===== config.mk =====
export PLATFORM = sky130hd
export DESIGN_NAME = rsa_xcel_naive_mulrem
export DESIGN_NICKNAME = d
export VERILOG_FILES = /design/src/rtl/rsa_xcel_naive_mulrem.sv
export SDC_FILE = /design/constraint.sdc
export NUM_CORES = 1
export LEC_CHECK = 0
export BUFFER_PORTS_ARGS = -buffer_cell sky130_fd_sc_hd__buf_4
export CORE_ASPECT_RATIO = 2
export CORE_MARGIN = 2
export CORE_UTILIZATION = 25
export CTS_BUF_LIST = sky130_fd_sc_hd__clkbuf_2
export DETAILED_ROUTE_END_ITERATION = 10
export GPL_TIMING_DRIVEN = 0
export MAX_ROUTING_LAYER = met4
export PLACE_DENSITY_LB_ADDON = 0.05
export SLEW_MARGIN = 20
export SYNTH_ARGS = -nofsm -noshare
export SYNTH_HDL_FRONTEND = slang
export SYNTH_SLANG_ARGS = --single-unit

===== constraint.sdc =====
create_clock -name clk -period 4.5 [get_ports clk]
set_input_delay 0.9 -clock clk [delete_from_list [all_inputs] [get_ports clk]]
set_output_delay 0.9 -clock clk [all_outputs]
set_load 0.05 [all_outputs]

===== src/rtl/rsa_xcel_naive_mulrem.sv =====
// Iterative (a*b) mod n unit: shift-and-add multiply with one conditional subtract per step.
// Optional RSA_XCEL_NAIVE_MULREM_EARLY_EXIT_EN stops iterating once the remaining multiplier is zero.
module rsa_xcel_naive_mulrem (
    input  logic        clk,
    input  logic        reset,
    input  logic        istream_val,
    output logic        istream_rdy,
    input  logic [31:0] istream_a,
    input  logic [31:0] istream_b,
    input  logic [31:0] istream_n,
    output logic        ostream_val,
    input  logic        ostream_rdy,
    output logic [31:0] ostream_msg
);

    localparam logic [1:0] IDLE = 2'd0;
    localparam logic [1:0] CALC = 2'd1;
    localparam logic [1:0] DONE = 2'd2;

    logic [1:0]  state_q, state_d;
    logic [31:0] a_q, a_d;
    logic [31:0] b_q, b_d;
    logic [31:0] n_q, n_d;
    logic [31:0] r_q, r_d;
    logic [4:0]  cnt_q, cnt_d;

    logic [32:0] r_sum, a_dbl;
    logic        r_ge, a_ge;
    logic [31:0] r_next, a_next;
    logic        last_iter;

    // Both operands are below n, so the 33-bit sum is below 2n and one subtract suffices;
    // the reduced value fits in 32 bits, so the low-half subtraction is exact.
    always_comb begin
        r_sum  = {1'b0, r_q} + {1'b0, a_q};
        r_ge   = (r_sum >= {1'b0, n_q});
        r_next = r_ge ? (r_sum[31:0] - n_q) : r_sum[31:0];
        a_dbl  = {a_q, 1'b0};
        a_ge   = (a_dbl >= {1'b0, n_q});
        a_next = a_ge ? (a_dbl[31:0] - n_q) : a_dbl[31:0];
    end

`ifdef RSA_XCEL_NAIVE_MULREM_EARLY_EXIT_EN
    assign last_iter = (cnt_q == 5'd31) || (b_q[31:1] == 31'd0);
`else
    assign last_iter = (cnt_q == 5'd31);
`endif

    always_comb begin
        state_d = state_q;
        a_d     = a_q;
        b_d     = b_q;
        n_d     = n_q;
        r_d     = r_q;
        cnt_d   = cnt_q;
        case (state_q)
            IDLE: begin
                if (istream_val) begin
                    a_d     = istream_a;
                    b_d     = istream_b;
                    n_d     = istream_n;
                    r_d     = 32'd0;
                    cnt_d   = 5'd0;
                    state_d = CALC;
                end
            end
            CALC: begin
                // A zero modulus pins the result at zero.
                if (b_q[0]) r_d = (n_q == 32'd0) ? 32'd0 : r_next;
                a_d   = a_next;
                b_d   = b_q >> 1;
                cnt_d = cnt_q + 5'd1;
                if (last_iter) state_d = DONE;
            end
            DONE: begin
                if (ostream_rdy) state_d = IDLE;
            end
            default: state_d = IDLE;
        endcase
    end

    always_ff @(posedge clk or negedge reset) begin
        if (!reset) begin
            state_q <= IDLE;
            a_q     <= 32'd0;
            b_q     <= 32'd0;
            n_q     <= 32'd0;
            r_q     <= 32'd0;
            cnt_q   <= 5'd0;
        end else begin
            state_q <= state_d;
            a_q     <= a_d;
            b_q     <= b_d;
            n_q     <= n_d;
            r_q     <= r_d;
            cnt_q   <= cnt_d;
        end
    end

    assign istream_rdy = (state_q == IDLE);
    assign ostream_val = (state_q == DONE);
    assign ostream_msg = (state_q == DONE) ? r_q : 32'd0;

endmodule


======== Word level (Yosys, flattened, before mapping) ========
Cells that the tools add are included.
storage, ports and cells
  flip-flop bits (word level) ............. 135
  output and inout bits ................... 34
  logic and storage cells ................. 43
operators by class
  add/subtract/negate cells ............... 4
  order comparisons ....................... 2
  equal/unequal tests ..................... 7
  multiplexer cells ....................... 17
  reductions and logical operators ........ 7
operators by type and width
  cell                   count
  $mux W32               8
  $pmux W32 S2           3
  $ge A33 B32 Y1         2
  $sub A32 B32 Y32       2
  $add A32 B32 Y33       1
  $logic_not A32 Y1      1
  $pmux W5 S2            1
  $mux W2                3
  $ne A2 B2 Y1 const B   3
  $pmux W2 S3            1
  $reduce_and A3 Y1      2
  $add A5 B1 Y5 const B  1
  $eq A5 B5 Y1 const B   1
  $mux W5                1
  $reduce_and A2 Y1      2
  $eq A2 B1 Y1 const B   1
  $eq A2 B2 Y1 const B   1
  $logic_not A2 Y1       1
  $ne A2 B1 Y1 const B   1
  $reduce_bool A2 Y1     1

======== Longest topological paths before layout ========
  depth after elaboration ................. 6
  depth in mapped cells ................... 22

======== Worst setup path before layout ========
No wires, ideal clock.
  path kind ............................... reg-to-reg
  start ................................... register a_q[0]
  end ..................................... register r_q[3]
  library setup time ...................... 0.136 ns
  data arrival time ....................... 4.316 ns
  data required time ...................... 4.364 ns
  path slack .............................. 0.048 ns
  cell stages (with the launch flop) ...... 23
  cells stage by stage .................... dfrtp_1 -> ha_1 -> inv_1 -> fa_1 -> nand2b_1 -> a21oi_1 -> o21ai_0 -> a2111oi_0 -> or2_2 -> o21ai_0 -> a21oi_1 -> a31oi_1 -> ha_1 -> a21oi_1 -> o211a_1 -> o21bai_1 -> a21oi_1 -> a21bo_2 -> a31o_4 -> nand2_1 -> buf_4 -> mux2i_1 -> o21ai_0
on the way
  cells in the longest elaborated chain, start to end .. 6
  elaborated cells between the ends (all ways) .. 7
ends and longest elaborated chain
  element                                                    line    text
  start, declared                                            21      logic [31:0] a_q, a_d;
  start signal, assigned                                     85      a_q <= 32'd0;
  start signal, assigned                                     92      a_q <= a_d;
  $add A32 B32 Y33 (*)                                       35      r_sum = {1'b0, r_q} + {1'b0, a_q};
  $sub A32 B32 Y32 / $ge A33 B32 Y1 (equally long branches)  37, 36
  $mux W32 (*)                                               37      r_next = r_ge ? (r_sum[31:0] - n_q) : r_sum[31:0];
  $mux W32 (*) (2 in a row)                                  69      if (b_q[0]) r_d = (n_q == 32'd0) ? 32'd0 : r_next;
  $pmux W32 S2 (*)                                           56      case (state_q)
  end signal, assigned                                       95      r_q <= r_d;
  end, declared                                              24      logic [31:0] r_q, r_d;
Mark *: on every way between the ends. The rest lies on a longest branch, timed or not. The select of a mux whose other input is x is not followed.
A chain may end at the register's enable or synchronous reset.

======== Final worst setup path ========
  start ................................... register a_q[9]
  end ..................................... register r_q[16]
Same word-level chain as after synthesis.

==> results.ini <==
[grt]
grt_pass1_wl_um = 72900
grt_antenna_before_repair = 1
grt_max_degree = 74
track_usage_pct = 21.7
grt-ovfl-total = 0
grt_pass1_vias = 12040

[placement]
dp_hpwl_um = 40100
gp_congestion = 0.904
dp_slack_ns = -2.74
port_buffers = 133
place_area_um2 = 13000

[final_layout]
syn_to_final_growth_pct = 28.4
layout.nets = 1809
final_area_um2 = 14400
drive_gt1_share_pct = 21.5

[logic_synthesis]
synthTopCellsByArea = dfrtp_1, ha_1, nand2_1
synth-seq-area-share_pct = 30.1
synth_nets = 1600
synth_edf_count = 0
synth_ff_type = dfrtp_1
yosys_warnings = 0
ys_ff_latch = 135
async_flop_share_pct = 100
synth_commonest_cells = nand2_1, dfrtp_1, nor2_1
synth_top_area_share_pct = 30.1
yosysMostFrequentCell = nand2_1
synth_largest_area_cell = dfrtp_1
syn_area_um2 = 11200
synth_cell_types = 72
avgSynthCellArea_um2 = 8.02
syn-instance-count = 1399

[die]
die_y_um = 304
core_area_um2 = 44300
rows = 109
io-pin-count = 134
die_area_um2 = 46700
die-width_um = 154
initial_utilization_pct = 25.3

[cts]
clockBufferDepth = 2
cts_tree = built
root_buffer = clkbuf_2
clock-sinks = 135
cts_buffers = 17
path_clk_slew_ns = 0.23
cts.htree.levels = 4
insertion_delay_ns = 0.89

[sta]
slew_headroom_pct = 29.7
finalMaxSlewViolations = 0
timing.fmax_ghz = 0.208
worst_pin_slew_ns = 1.05
period_share_pct = 107
setup_viol_count_final = 32
fin_ws_ns = -0.297
finalClockSkew_ns = 0.0393
hold_violations = 0
period_minus_slack_ns = 4.80
rsz0062_at_grt = yes

[critical_path]
path_class = flip-flop to flip-flop
critPathCaptureType = flip-flop
worst_ep_arrival_time_ns = 5.58
crit_fanout = 10
r2r-start = a_q[9]
crit_path_start_kind = flip-flop
crit_start = a_q[9]
worstPathRequired_ns = 5.28

[route]
detail_route.wl_per_cell_um = 22.6
ant_nets = 0
vias = 11157
avgViaCountPerCell = 5.12
drt_iter0_markers = 437
route.detailed.drc = 0
dr.pass1.iters = 4
routed_wl_um = 49100

[outcome]
status = complete, but fails checks
violations = negative setup slack

[worst_hold_path]
min_from = ostream_rdy
hold_path_class = input port to flip-flop

[flow_run]
maxCapViolCount = 0

[placed cells by master (no fill, tap or decap), drive strengths merged, types with 29 or more instances in the layout]
cell type,instances
dfrtp,135
xor2,31
a21oi,110
xnor2,45
buf,213
o21ai,124
nand3,29
and2,38
inv,61
nand2,172
mux2i,32
nor2,128
clkbuf,59
ha,98
o22ai,35
[state kept, by name (all words and copies together), names as in the netlist]
signal and cells:
r_q 32, n_q 32, b_q 32, a_q 32
state_q 2, cnt_q 5
[final timing paths]
check / depth (start not counted) / slack (ns) / endpoint
worst max-delay path: 20 / -0.30 / r_q[16]
worst min-delay path: 2 / 0.18 / state_q[1]
worst max register to register: 20 / -0.30 / r_q[16]
worst min register to register: 1 / 0.50 / cnt_q[3]
max in group asynchronous: 3 / 3.11 / a_q[5]
min in group asynchronous: 2 / 0.53 / a_q[30]
[what timing repair did]
item / in CTS / in global routing
endpoints found under the setup margin: 32 / 32
hold buffers: 1 / 0
gates resized for setup: 118 / 79
hold endpoints to repair: 62 / 0
gates cloned: 2 / 0
setup buffers: 41 / 24
pin swaps: 43 / 55
[worst max-delay path, cell delays in order (launching register included)]
cell and delay (ns):
dfrtp_1 0.50, ha_1 0.42, nand4_1 0.24, nor4_4 0.27, o21ai_4 0.13, a211o_1 0.35
a31oi_2 0.25, nor3_2 0.10, xnor2_2 0.16, ha_1 0.37, nand2_2 0.11, nor2_4 0.15
nand3_4 0.11, nor3b_4 0.36, nand3_4 0.18, a31o_4 0.31, buf_12 0.13, nand2_8 0.08
buf_12 0.16, mux2i_1 0.23, o21ai_1 0.08
[per-layer routing]
metal	share of wire [%]	routed length [µm]	global-route usage [%]
met4	4.6	2280	9.13
met3	2.1	1040	2.08
met2	57	27900	42.7
met1	37	18000	21.3
met5	0	0	-
[area by class of cell]
type | count | area, µm²
Antenna cell | 1 | 2.50
Buffer | 58 | 313
Clock buffer | 19 | 95.1
Clock inverter | 13 | 113
Fill cell | 4751 | 29900
Inverter | 61 | 229
Multi-Input combinational cell | 1139 | 8010
Sequential cell | 135 | 3400
Tap cell | 555 | 694
Timing Repair Buffer | 196 | 1550
[cells by family (layout without fill, tap and decap cells)]
family / Yosys count / after routing / share of synthesized area, %
simple gates: 483 / 483 / 19.9
compound gates: 447 / 447 / 25.1
flops: 135 / 135 / 30.1
buf+inv: 125 / 347 / 4.62
fa+ha+maj: 101 / 101 / 11.5
xor+xnor: 76 / 76 / 5.93
mux: 32 / 32 / 2.85
other cells: 0 / 1 / 0
[per-stage QoR]
stage,TNS [ns],hold slack (ns),util [%],cells
finish,-7.19,0.179,32.5,2177
floorplan,0,0.449,-,1399
CTS,-9.47,0.0754,31.5,2159
global placement,-84.17,0.475,29.1,2087
detailed placement,-83.64,0.476,29.2,2088
global route,-12.06,0.132,32.5,2177
Power is not shown: default switching activity piles up to over one toggle a cycle in this logic, so the estimate is an artifact.
